File: config.mk
export PLATFORM = sky130hd
export DESIGN_NAME = slow_clk_period_meter
export DESIGN_NICKNAME = d
export VERILOG_FILES = /design/src/rtl/slow_clk_period_meter.sv
export SDC_FILE = /design/constraint.sdc
export NUM_CORES = 1
export LEC_CHECK = 0
export CORE_ASPECT_RATIO = 1.75
export CORE_MARGIN = 2
export CORE_UTILIZATION = 40
export CTS_BUF_LIST = sky130_fd_sc_hd__clkbuf_4 sky130_fd_sc_hd__clkbuf_8 sky130_fd_sc_hd__clkbuf_16
export DETAILED_ROUTE_END_ITERATION = 8
export GPL_ROUTABILITY_DRIVEN = 0
export HOLD_SLACK_MARGIN = 0.08
export PLACE_DENSITY = 0.7
export RECOVER_POWER = 25
export SLEW_MARGIN = 15
export SYNTH_ARGS = -nofsm -noshare
export SYNTH_HDL_FRONTEND = slang
export SYNTH_SLANG_ARGS = --single-unit
File: constraint.sdc
create_clock -name clk_i -period 5.7 [get_ports clk_i]
set_input_delay 0.57 -clock clk_i [delete_from_list [all_inputs] [get_ports clk_i]]
set_output_delay 0.57 -clock clk_i [all_outputs]
set_load 0.005 [all_outputs]
File: src/rtl/slow_clk_period_meter.sv
// Slow-clock receiver: synchronises a divider-generated clock into the fast
// domain, emits registered RISE/FALL ticks, measures period and high time in
// fast-clock cycles and raises a sticky flag when the slow clock stalls.
module slow_clk_period_meter #(
  parameter int unsigned CNT_W       = 16,
  parameter int unsigned TIMEOUT_CYC = 4000
) (
  input  logic             clk_i,
  input  logic             rst_i,
  input  logic             sin_i,
  input  logic             en_i,
  output logic             rise_o,
  output logic             fall_o,
  output logic [CNT_W-1:0] period_o,
  output logic [CNT_W-1:0] high_time_o,
  output logic             valid_o,
  output logic             timeout_o
);

  typedef enum logic [2:0] {
    StIdle,
    StSeekLow,
    StSeekRise,
    StMeasure,
    StStall
  } state_e;

  localparam logic [CNT_W-1:0] CntLast = CNT_W'(TIMEOUT_CYC - 1);
  localparam logic [CNT_W-1:0] CntOne  = CNT_W'(1);
  localparam logic [CNT_W-1:0] CntZero = '0;

  logic s1_q, s2_q, prev_q;
  logic rise_q, fall_q;
  logic rise_det, fall_det;

  state_e           state_q, state_d;
  logic [CNT_W-1:0] pcnt_q, pcnt_d;
  logic [CNT_W-1:0] hcnt_q, hcnt_d;
  logic             hact_q, hact_d;
  logic [CNT_W-1:0] hlat_q, hlat_d;
  logic [CNT_W-1:0] period_q, period_d;
  logic [CNT_W-1:0] high_q, high_d;
  logic             valid_q, valid_d;
  logic             timeout_q, timeout_d;
  logic             at_limit;

  assign rise_det = s2_q & ~prev_q;
  assign fall_det = ~s2_q & prev_q;
  assign at_limit = (pcnt_q == CntLast);

  // Two-flop synchroniser, edge-history flop and registered edge ticks.
  always_ff @(posedge clk_i or posedge rst_i) begin
    if (rst_i) begin
      s1_q   <= 1'b0;
      s2_q   <= 1'b0;
      prev_q <= 1'b0;
      rise_q <= 1'b0;
      fall_q <= 1'b0;
    end else begin
      s1_q   <= sin_i;
      s2_q   <= s1_q;
      prev_q <= s2_q;
      rise_q <= rise_det;
      fall_q <= fall_det;
    end
  end

  // Measurement state, counters and result registers.
  always_ff @(posedge clk_i or posedge rst_i) begin
    if (rst_i) begin
      state_q   <= StIdle;
      pcnt_q    <= '0;
      hcnt_q    <= '0;
      hact_q    <= 1'b0;
      hlat_q    <= '0;
      period_q  <= '0;
      high_q    <= '0;
      valid_q   <= 1'b0;
      timeout_q <= 1'b0;
    end else begin
      state_q   <= state_d;
      pcnt_q    <= pcnt_d;
      hcnt_q    <= hcnt_d;
      hact_q    <= hact_d;
      hlat_q    <= hlat_d;
      period_q  <= period_d;
      high_q    <= high_d;
      valid_q   <= valid_d;
      timeout_q <= timeout_d;
    end
  end

  // Next-state logic: EN low overrides everything and parks the FSM in idle.
  always_comb begin
    state_d   = state_q;
    pcnt_d    = pcnt_q;
    hcnt_d    = hcnt_q;
    hact_d    = hact_q;
    hlat_d    = hlat_q;
    period_d  = period_q;
    high_d    = high_q;
    valid_d   = 1'b0;
    timeout_d = timeout_q;

    if (!en_i) begin
      state_d   = StIdle;
      timeout_d = 1'b0;
    end else begin
      unique case (state_q)
        StIdle: begin
          pcnt_d  = CntZero;
          hact_d  = 1'b0;
          state_d = StSeekLow;
        end
        // Wait for a low level so a start-up rise is never half a period.
        StSeekLow: begin
          if (!s2_q) begin
            state_d = StSeekRise;
            pcnt_d  = CntZero;
          end else if (at_limit) begin
            timeout_d = 1'b1;
            state_d   = StStall;
          end else begin
            pcnt_d = pcnt_q + CntOne;
          end
        end
        StSeekRise: begin
          if (rise_det) begin
            state_d = StMeasure;
            pcnt_d  = CntOne;
            hcnt_d  = CntOne;
            hact_d  = 1'b1;
          end else if (at_limit) begin
            timeout_d = 1'b1;
            state_d   = StStall;
          end else begin
            pcnt_d = pcnt_q + CntOne;
          end
        end
        StMeasure: begin
          if (rise_det) begin
            period_d = pcnt_q;
            high_d   = hlat_q;
            valid_d  = 1'b1;
            pcnt_d   = CntOne;
            hcnt_d   = CntOne;
            hact_d   = 1'b1;
          end else begin
            if (at_limit) begin
              timeout_d = 1'b1;
              state_d   = StStall;
            end else begin
              pcnt_d = pcnt_q + CntOne;
            end
            if (fall_det) begin
              hlat_d = hcnt_q;
              hact_d = 1'b0;
            end else if (hact_q) begin
              hcnt_d = hcnt_q + CntOne;
            end
          end
        end
        // Frozen until the slow clock comes back; its first rise reopens a period.
        StStall: begin
          if (rise_det) begin
            state_d   = StMeasure;
            pcnt_d    = CntOne;
            hcnt_d    = CntOne;
            hact_d    = 1'b1;
            timeout_d = 1'b0;
          end
        end
        default: state_d = StIdle;
      endcase
    end
  end

  assign rise_o      = rise_q;
  assign fall_o      = fall_q;
  assign period_o    = period_q;
  assign high_time_o = high_q;
  assign valid_o     = valid_q;
  assign timeout_o   = timeout_q;

endmodule

==> results.toml <==
[synthesis]
yosysTopAreaCell = "dfrtp_1"
syn-mean-instance-area_um2 = 11.8
synth-async-reset-ratio_pct = 100
syn_nets = 360
ys.flop_type = "dfrtp_1"
yosysUniqueCellTypes = 53
postSynthCellCount = 351
synth.cell_area_um2 = 4140
synth_edf_count = 0
synth_area_leaders = "dfrtp_1 55%, mux2_2 6.8%, mux2_1 6.3%, nor2_1 3.1%, xor2_1 3.0%"
yosysWarnings = 0
yosysMostFrequentCell = "dfrtp_1"
synth-seq-cells = 91
synth_top_area_share_pct = 55.1
synth.yosys.seq_area_share_pct = 55.1
ys_top_cells_by_count = "91 x dfrtp_1, 34 x nor2_1, 25 x mux2_2"

[cts]
clockBufferDepth = 2
hold_buffers = 0
htreeDepth = 3
cts_resized = 0
cts_root_buffer = "clkbuf_16"
clock_latency_ps = 340
clkTransAtPathRegs_ps = 60
cts_num_sinks = 91
cts_setup_buffers = 0
cts_made_buffers = 9
cts_tree = "built"

[place]
place_inst = 502
dpl_cell_area_um2 = 4630
dpl.hpwl_um = 5510
portBuffers = 39

[sta]
rsz0062_at_grt = "false"
drv_slew = 0
fin_crit_ps = 3060
fin_skew_ps = 5.13
setup_viol = 0
fin_setup_tns_ps = 0
fmax_mhz = 327
relSlewSlack_pct = 7.96
final-hold-violation-count = 0
finalCritPeriodShare_pct = 53.6
worstMarginPinSlew_ps = 1370

[floorplan]
io_pins = 40
fp-row-count = 49
dieWidth_um = 80.9
start_util_pct = 40.6
core_area_um2 = 10200
die_area_um2 = 11200
die_h_um = 139

[worst_setup_path]
crit_fanout = 17
start_kind = "flip-flop"
required_ps = 5930
crit_arrival_ps = 3280
end_kind = "flip-flop"
critPathKind = "flip-flop to flip-flop"
r2r_setup_slack_ps = 2640

[global_route]
grt_pass1_vias = 2952
grt_start_max_net_pins = 60
grt_pass1_wl_um = 14100
grt.total_usage_pct = 16.0
antenna_found_initial = 0
overflow = 0

[cells_and_area]
final_cell_count_no_fill = 518
drive_above_1_share_pct = 14.6
diodes = 0
syn_to_final_growth_pct = 18.8
finalNetCount = 395
fin_area_um2 = 4920

[pwr]
power_leakage_nw = 2.32
power_density_nw_per_um2 = 274
vdd_drop_max_v = 0.000184
power_mw = 1.35

[run_status]
status = "complete, no violations"

[detailed_routing]
wl_per_cell_um = 15.1
ant_nets = 0
via_per_inst = 5.47
drt_iter0_markers = 141
dr.pass1.iters = 4
drt-total-wl_um = 7830
drc_errors = 0
num_vias = 2833

[flow_run]
maxCapViolCount = 0

[min_path]
hold_class = "flip-flop to flip-flop"
-- logic make-up after synthesis --
logic type | count (synthesis) | share of synthesized area, %
muxes | 48 | 13.1
xor gates and xnor gates | 24 | 5.08
buffers and inverters | 26 | 2.75
DFF | 91 | 55.1
AOI/OAI and AO/OA | 55 | 8.86
and+or+nand+nor | 102 | 13.7
adders and majority gates | 5 | 1.51
-- per-layer routing --
layer  up-vias  track usage, %  wire length (um)
met5         -               0                 0
met4         0            9.46               297
met3        24            2.55               240
met2        63            27.2              4270
met1      1421            18.3              3030
li1       1325               -                 -
-- report_power, final --
group	internal, mW	total, mW	switching [mW]
sequential	0.666	0.693	0.0276
combinational	0.0365	0.0879	0.0514
clock	0.332	0.566	0.233
total	1.03	1.35	0.312
-- state kept, by name, indices dropped and copies added (netlist names), 3 cells and up --
signal,count
hlat_q,16
state_q,3
hcnt_q,16
pcnt_q,16
high_time_o,16
period_o,16
-- stage by stage --
step	utilization (%)	worst slack, ps	hold WS (ps)
after floorplan	-	2770	331
after global placement	45.5	2510	335
after detailed placement	45.5	2450	339
after CTS	48.3	2600	353
after global routing	48.3	2410	377
final	48.3	2640	348
-- cell type report --
type                       count  area [um2]
timing repair buffer          42         413
multi-input combinational    234        1750
tap                          127         159
fill                         961        5260
inverter                       8        31.3
clock inverter                 2        10.0
clock buffer                  14         275
sequential                    91        2280
-- worst paths after layout --
check	from	to	depth (start not counted)
worst max-delay path	s2_q	high_time_o[8]	5
worst min-delay path	s1_q	s2_q	0
worst max register to register	s2_q	high_time_o[8]	5
worst min register to register	s1_q	s2_q	0
max in group asynchronous	rst_i	hlat_q[0]	3
min in group asynchronous	rst_i	hlat_q[7]	2
-- cell usage in the layout (no fill, tap or decap), types with 5 or more instances in the layout --
cell type | synthesis | final
nor2_1 | 34 | 34
mux2_2 | 25 | 25
xor2_1 | 14 | 14
ha_1 | 5 | 5
nand4_1 | 6 | 6
nor3_1 | 5 | 5
clkbuf_16 | 0 | 9
a21oi_1 | 12 | 12
xnor2_1 | 10 | 10
o21ai_1 | 7 | 7
a31oi_1 | 5 | 5
dlygate4sd3_1 | 0 | 17
inv_1 | 8 | 7
nand3_1 | 11 | 11
nand2_1 | 13 | 13
mux2_1 | 23 | 23
o21ai_0 | 9 | 9
clkdlybuf4s50_1 | 0 | 22
dfrtp_1 | 91 | 91
-- worst max-delay path: stages (launching register included) --
cell and delay [ps]:
dfrtp_1 480, ha_1 560, nor2b_1 270, nand4_1 800
buf_4 530, mux2_2 290
Note: power is estimated with default switching activity, not from simulation.
